## config.mk

```make
export PLATFORM = sky130hd
export DESIGN_NAME = oq_pifo_ingress_tagger
export DESIGN_NICKNAME = d
export VERILOG_FILES = /design/src/rtl/oq_pifo_ingress_tagger.sv
export SDC_FILE = /design/constraint.sdc
export NUM_CORES = 1
export LEC_CHECK = 0
export ABC_AREA = 1
export CAP_MARGIN = 20
export CORE_AREA = 2 2 362 364
export CTS_CLUSTER_SIZE = 30
export DETAILED_ROUTE_END_ITERATION = 12
export DIE_AREA = 0 0 364 366
export GPL_ROUTABILITY_DRIVEN = 0
export PLACE_DENSITY = 0.35
export SLEW_MARGIN = 10
export SYNTH_ARGS = -nofsm -noshare
export SYNTH_HDL_FRONTEND = slang
export SYNTH_SLANG_ARGS = --single-unit
```

## constraint.sdc

```tcl
create_clock -name axis_aclk -period 2.95 [get_ports axis_aclk]
set_input_delay 0.59 -clock axis_aclk [delete_from_list [all_inputs] [get_ports axis_aclk]]
set_output_delay 0.59 -clock axis_aclk [all_outputs]
set_load 0.01 [all_outputs]
```

## src/rtl/oq_pifo_ingress_tagger.sv

```systemverilog
// Ingress tagger for the PIFO output queue. It derives the root rank word from tuser,
// makes a tail-drop decision at the first beat of each packet, and registers one output beat.
module oq_pifo_ingress_tagger #(
  parameter int          RANK_LSB     = 32,
  parameter logic [18:0] DEFAULT_RANK = 19'd100
) (
  input  logic         axis_aclk,
  input  logic         axis_reset,
  input  logic [255:0] s_axis_tdata,
  input  logic [31:0]  s_axis_tkeep,
  input  logic [127:0] s_axis_tuser,
  input  logic         s_axis_tvalid,
  input  logic         s_axis_tlast,
  output logic         s_axis_tready,
  output logic [255:0] m_axis_tdata,
  output logic [31:0]  m_axis_tkeep,
  output logic [127:0] m_axis_tuser,
  output logic [31:0]  m_axis_tpifo,
  output logic         m_axis_tvalid,
  output logic         m_axis_tlast,
  output logic         m_axis_buffer_wr_en,
  output logic         m_axis_pifo_insert_en,
  input  logic         m_axis_tready,
  input  logic         oq_almost_full,
  output logic [31:0]  pkt_count,
  output logic [31:0]  drop_count
);

  localparam logic [31:0] CNT_MAX = 32'hFFFF_FFFF;

  typedef enum logic [1:0] {
    IDLE = 2'd0,
    FWD  = 2'd1,
    DROP = 2'd2
  } state_t;

  function automatic logic [31:0] sat_inc(input logic [31:0] v);
    return (v == CNT_MAX) ? v : v + 32'd1;
  endfunction

  // A zero rank field means "no rank supplied" and falls back to the default.
  function automatic logic [31:0] rank_word(input logic [18:0] field);
    logic [18:0] r;
    r = (field == 19'd0) ? DEFAULT_RANK : field;
    return {1'b1, r, 12'b0};
  endfunction

  state_t         state_q, state_d;
  logic [255:0]   tdata_q, tdata_d;
  logic [31:0]    tkeep_q, tkeep_d;
  logic [127:0]   tuser_q, tuser_d;
  logic [31:0]    tpifo_q, tpifo_d;
  logic           tlast_q, tlast_d;
  logic           tvalid_q, tvalid_d;
  logic           insert_q, insert_d;
  logic [31:0]    pkt_count_q, pkt_count_d;
  logic [31:0]    drop_count_q, drop_count_d;

  logic           in_acc;
  logic           out_cons;
  logic           first_fwd;
  logic           first_drop;
  logic           load;

  assign in_acc     = s_axis_tvalid && s_axis_tready;
  assign out_cons   = tvalid_q && m_axis_tready;
  assign first_fwd  = in_acc && (state_q == IDLE) && !oq_almost_full;
  assign first_drop = in_acc && (state_q == IDLE) && oq_almost_full;
  assign load       = first_fwd || (in_acc && (state_q == FWD));

  always_ff @(posedge axis_aclk) begin
    if (axis_reset) begin
      state_q <= IDLE;
    end else begin
      state_q <= state_d;
    end
  end

  always_comb begin
    state_d = state_q;
    case (state_q)
      IDLE: begin
        if (in_acc && !s_axis_tlast) begin
          state_d = oq_almost_full ? DROP : FWD;
        end
      end
      FWD, DROP: begin
        if (in_acc && s_axis_tlast) begin
          state_d = IDLE;
        end
      end
      default: state_d = IDLE;
    endcase
  end

  // DROP sinks beats unconditionally so a dropped packet never stalls upstream.
  always_comb begin
    s_axis_tready = !axis_reset &&
                    ((state_q == DROP) || !tvalid_q || m_axis_tready);
  end

  always_comb begin
    tdata_d      = tdata_q;
    tkeep_d      = tkeep_q;
    tuser_d      = tuser_q;
    tpifo_d      = tpifo_q;
    tlast_d      = tlast_q;
    tvalid_d     = tvalid_q;
    insert_d     = insert_q;
    pkt_count_d  = pkt_count_q;
    drop_count_d = drop_count_q;

    if (out_cons) begin
      tvalid_d = 1'b0;
    end
    // A load in the same cycle as a consume overrides the clear, giving no bubble.
    if (load) begin
      tdata_d  = s_axis_tdata;
      tkeep_d  = s_axis_tkeep;
      tuser_d  = s_axis_tuser;
      tlast_d  = s_axis_tlast;
      tvalid_d = 1'b1;
      insert_d = first_fwd;
      if (first_fwd) begin
        tpifo_d = rank_word(s_axis_tuser[RANK_LSB +: 19]);
      end
    end

    if (first_fwd) begin
      pkt_count_d = sat_inc(pkt_count_q);
    end
    if (first_drop) begin
      drop_count_d = sat_inc(drop_count_q);
    end
  end

  always_ff @(posedge axis_aclk) begin
    if (axis_reset) begin
      tdata_q      <= '0;
      tkeep_q      <= '0;
      tuser_q      <= '0;
      tpifo_q      <= '0;
      tlast_q      <= 1'b0;
      tvalid_q     <= 1'b0;
      insert_q     <= 1'b0;
      pkt_count_q  <= '0;
      drop_count_q <= '0;
    end else begin
      tdata_q      <= tdata_d;
      tkeep_q      <= tkeep_d;
      tuser_q      <= tuser_d;
      tpifo_q      <= tpifo_d;
      tlast_q      <= tlast_d;
      tvalid_q     <= tvalid_d;
      insert_q     <= insert_d;
      pkt_count_q  <= pkt_count_d;
      drop_count_q <= drop_count_d;
    end
  end

  assign m_axis_tdata          = tdata_q;
  assign m_axis_tkeep          = tkeep_q;
  assign m_axis_tuser          = tuser_q;
  assign m_axis_tpifo          = tpifo_q;
  assign m_axis_tvalid         = tvalid_q;
  assign m_axis_tlast          = tlast_q;
  assign m_axis_buffer_wr_en   = tvalid_q;
  assign m_axis_pifo_insert_en = tvalid_q && insert_q;
  assign pkt_count             = pkt_count_q;
  assign drop_count            = drop_count_q;

endmodule
```

== Yosys cells after proc, flatten, opt, wreduce, memory -nomap -nowiden ==
Cells that the tools add are included.
Storage, ports and cells
  register bits after elaboration: 505
  input bits: 422
Operators by class
  add/subtract/negate cells: 2
  multiplexer cells: 7
  reduce and logical (&&, ||, !) cells: 25
  bitwise operators: 2
  equality and inequality tests: 6
Operators with widths (count)
  $add 32x1->32 const B: 2
  $eq 32x32->1 const B: 2
  $logic_not 19->1: 1
  $mux 19: 1
  $logic_and 1x1->1: 10
  $reduce_and 2->1: 4
  $mux 2: 3
  $logic_not 1->1: 4
  $pmux 2 s2: 1
  $logic_or 1x1->1: 3
  $eq 2x1->1 const B: 1
  $eq 2x2->1 const B: 1
  $logic_not 2->1: 1
  $mux 1: 2
  $ne 2x1->1 const B: 1
  $ne 2x2->1 const B: 1
  $not 1->1: 2
  $reduce_bool 2->1: 1
  $reduce_or 2->1: 1

== Depth between registers and ports, before layout ==
  word-level depth: 9
  mapped depth: 11
  depth with buffers taken out: 11

== Worst setup path before layout ==
OpenSTA, ideal clock, no wires.
  path kind: input to register
  start: input axis_reset
  end: register tdata_q[113] (netlist: m_axis_tdata[113])
  slack: 1173 ps
  data arrival time: 1706 ps
  library setup time: 70 ps
  required time: 2880 ps
  stages: 9
  cells stage by stage: buf_2 -> inv_2 -> nand3_2 -> a21oi_2 -> buf_6 -> buf_6 -> buf_4 -> nand2_1 -> a21oi_1
On the way
  word-level cells in the longest chain between the ends: 6
  elaborated cells on any way between the ends: 7
  those cells by class: reduce/logical: 7
Ends and longest elaborated chain
  from (decl): RTL line 8  | input logic axis_reset,
  $logic_not 1->1: RTL line 98  | s_axis_tready = !axis_reset &&
  $logic_and 1x1->1: RTL line 98
  $logic_and 1x1->1: RTL line 65  | assign in_acc = s_axis_tvalid && s_axis_tready;
  $logic_and 1x1->1 (2 in series): RTL line 67  | assign first_fwd = in_acc && (state_q == IDLE) && !oq_almost_full;
  $logic_or 1x1->1: RTL line 69  | assign load = first_fwd || (in_acc && (state_q == FWD));
  to (signal assigned): RTL line 149  | tdata_q <= tdata_d;
  to (decl): RTL line 49  | logic [255:0] tdata_q, tdata_d;
Several ways; a longest one is shown, not always the timed one.
A chain may end at the register's enable or synchronous reset.

== Final worst setup path ==
  start: register state_q[0]
  end: output s_axis_tready
On the way
  word-level cells in the longest chain between the ends: 4
Ends and longest elaborated chain
  from (decl): RTL line 48  | state_t state_q, state_d;
  from (signal assigned): RTL line 75  | state_q <= state_d;
  $eq 2x2->1: RTL line 99  | ((state_q == DROP) || !tvalid_q || m_axis_tready);
  $logic_or 1x1->1 (2 in series): RTL line 99
  $logic_and 1x1->1: RTL line 98
  to (decl): RTL line 14  | output logic s_axis_tready,
Every way passes these cells.

==> flow_summary.toml <==
[grt]
grt_pass1_wl_um = 143000
overflow = 0
first_global_vias = 19819
grt_max_degree = 145
grt_usage_pct = 14.5
antenna_found_initial = 15

[floorplan]
die_h_um = 366
initial_core_util_pct = 15.2
row_count = 132
ios = 939
core_mm2 = 0.129
die_width_um = 364
dieArea_mm2 = 0.133

[run_status]
status = "finished, final reports clean"

[timing]
finClkSkew_ns = 0.0205
hold_viol = 0
setup_viol = 0
worst_pin_slew_ns = 1.11
maxSlewViolCount = 0
max_freq_mhz = 373
relSlewSlack_pct = 26.3
min_period_over_period_pct = 90.8
period_needed_ns = 2.68
tns_ns = 0
rsz0062_at_grt = "false"

[yosys]
netlist_area_mm2 = 0.0196
yosys.area.top_type = "dfxtp_1"
synth_most_common_cell = "nand2_1"
syn_inst = 2637
synth_cell_types = 31
ys_ff_latch = 505
yosys.area.top_type_share_pct = 51.7
ys_seq_area_share_pct = 51.7
async_flop_share_pct = 0
yosysWarnings = 0
synth.avg_cell_area_um2 = 7.42
synthTopCellsByCount = "1102 x nand2_1, 505 x dfxtp_1, 452 x a21oi_1, 155 x nor2_1, 89 x clkbuf_1"
synth-edff-count = 0
yosys_most_used_dff = "dfxtp_1"
synth_area_leaders = "dfxtp_1 52%, nand2_1 21%, a21oi_1 12%, nor2_1 3.0%, clkbuf_1 1.7%"

[detailed_routing]
viasPerCell = 3.79
drtIter0Drc = 1063
final_antenna_net_count = 0
routedWlPerCell_um = 18.9
drc = 0
via_count = 20246
first_pass_iters = 5
wl_um = 101000

[power_and_ir_drop]
p_sw_share_pct = 28.9
p_seq_share_pct = 36.4
vdd_drop_max_uv = 353
pwr-share-clk_pct = 42.5
p_comb_share_pct = 21.1
power.internal_mw = 15.0
power.switching_mw = 6.12
p_leak_nw = 11.3
p_per_area_mw_per_mm2 = 636

[cts]
root_buffer = "clkbuf_16"
cts_hold_buf = 0
insertion_delay_ns = 0.64
cts_tree = "built"
post_cts_resized = 0
clkSlewWorstSetupHoldPaths_ns = 0.06
cts_buffers = 72
cts_setup_buffers = 0
clk_path_buf_depth = 3
h-tree-depth = 3
cts.sinks = 505

[placed_design]
portBuffers = 926
hpwl_um = 76300
place_area_mm2 = 0.0308

[critical_path]
path_class = "reg2out"
critPathLaunch = "state_q[0]"
cp-endpoint = "s_axis_tready"
crit_path_end_kind = "primary output"
r2r-start = "state_q[0]"
critPathRequiredTime_ns = 2.36
crit_arrival_ns = 2.09
worstPathMaxFanout = 3
rr_worst_depth = 11
cp-start-kind = "register"
rr_endpoint = "m_axis_tdata[221]"
r2r_slack_ns = 0.74

[final_layout]
drive_gt1_share_pct = 5.79
synthToLayoutAreaGrowth_pct = 69.9
register_area_mm2 = 0.0101
design_area_mm2 = 0.0332
multi_input_area_mm2 = 0.00817
fillers = 14247
layout.nets = 3961

[hold_path]
hold_class = "in2reg"

[flow_run]
drv_cap = 0
==> cell usage in the layout (no fill, tap or decap), drive strengths merged <==
| master | instances |
|---|---|
| dfxtp | 505 |
| xnor2 | 13 |
| bufinv | 4 |
| clkinv | 7 |
| diode | 10 |
| xor2 | 16 |
| o21ai | 21 |
| nand4 | 14 |
| nand2 | 1110 |
| conb | 12 |
| inv | 93 |
| clkinvlp | 4 |
| clkbuf | 112 |
| a21oi | 463 |
| ha | 5 |
| a211oi | 17 |
| clkdlybuf4s50 | 925 |
| buf | 61 |
| o21a | 4 |
| nor2 | 162 |
| nand3b | 1 |
| nand3 | 36 |
| nor3 | 5 |
==> worst max-delay path, cell delays in order, from the launching register on <==
cell	delay, ns
dfxtp_1	0.36
inv_1	0.07
ha_1	0.19
inv_1	0.06
nand3_1	0.12
nand2_1	0.09
inv_1	0.05
clkdlybuf4s50_1	0.50
==> sequential cells by signal, summed over array words and instances, names as in the netlist <==
name / count
m_axis_tkeep: 32
m_axis_buffer_wr_en: 1
m_axis_tdata: 256
m_axis_tpifo: 20
drop_count: 32
m_axis_tlast: 1
insert_q: 1
pkt_count: 32
state_q: 2
m_axis_tuser: 128
==> how the worst min path moves through the flow <==
stage,end,start,cells past startpoint,slack [ns]
finish,m_axis_tuser[22],axis_reset,2,0.22
global route,m_axis_tuser[68],axis_reset,2,0.18
CTS,m_axis_tuser[9],axis_reset,2,0.16
detailed placement,m_axis_tkeep[1],m_axis_tkeep[1],2,0.45
global placement,m_axis_tdata[194],m_axis_tdata[194],2,0.45
floorplan,insert_q,insert_q,2,0.44
==> per-stage QoR <==
stage	setup slack, ns	util, %	hold slack, ns	cells	power [mW]
final	0.272	25.8	0.221	5342	21.1
after global routing	0.0833	25.8	0.182	5341	22.3
after global placement	0.270	23.8	0.447	5202	12.4
after detailed placement	0.254	23.8	0.451	5202	12.4
after floorplan	1.17	-	0.440	2648	9.80
after CTS	0.176	25.7	0.159	5332	21.7
==> cell type report <==
cell class	count	area share (%)
flip-flops and latches	505	30.4
well taps	1742	6.56
repair buffers	986	30.0
inverters	90	1.05
diodes	10	0.0753
multi-input cells	1879	24.6
clock buffers	112	6.67
clock inverters	18	0.682
==> cell families (layout without fill, tap and decap cells) <==
| logic type | count (synthesis) | after routing | share of synthesized area [%] |
|---|---|---|---|
| AO/OA/AOI/OAI | 505 | 505 | 13.4 |
| XOR/XNOR | 29 | 29 | 1.30 |
| adder cells (fa/ha/maj) | 5 | 5 | 0.320 |
| buffers and inverters | 264 | 1206 | 6.81 |
| flip-flops | 505 | 505 | 51.7 |
| other | 1 | 22 | 0.0192 |
| AND/OR/NAND/NOR | 1328 | 1328 | 26.4 |
==> power groups by stage <==
stage / logic (mW) / clock network [mW] / registers [mW]
after floorplan: 1.74 / 0 / 8.06
after global placement: 4.59 / 0 / 7.84
after detailed placement: 4.57 / 0 / 7.84
after CTS: 4.59 / 9.40 / 7.70
after global routing: 4.89 / 9.64 / 7.77
final: 4.46 / 8.98 / 7.70
==> layer usage <==
metal / wire length [um] / vias to the layer above / part of all wire (%) / track usage [%]
met3: 9250 / 128 / 9.2 / 5.88
met2: 49000 / 642 / 49 / 24.7
met4: 2600 / 0 / 2.6 / 4.90
met5: 0 / - / 0 / 0
met1: 39900 / 9305 / 40 / 16.3
li1: - / 10171 / - / -
No activity file was read; power rests on OpenSTA's default activity.
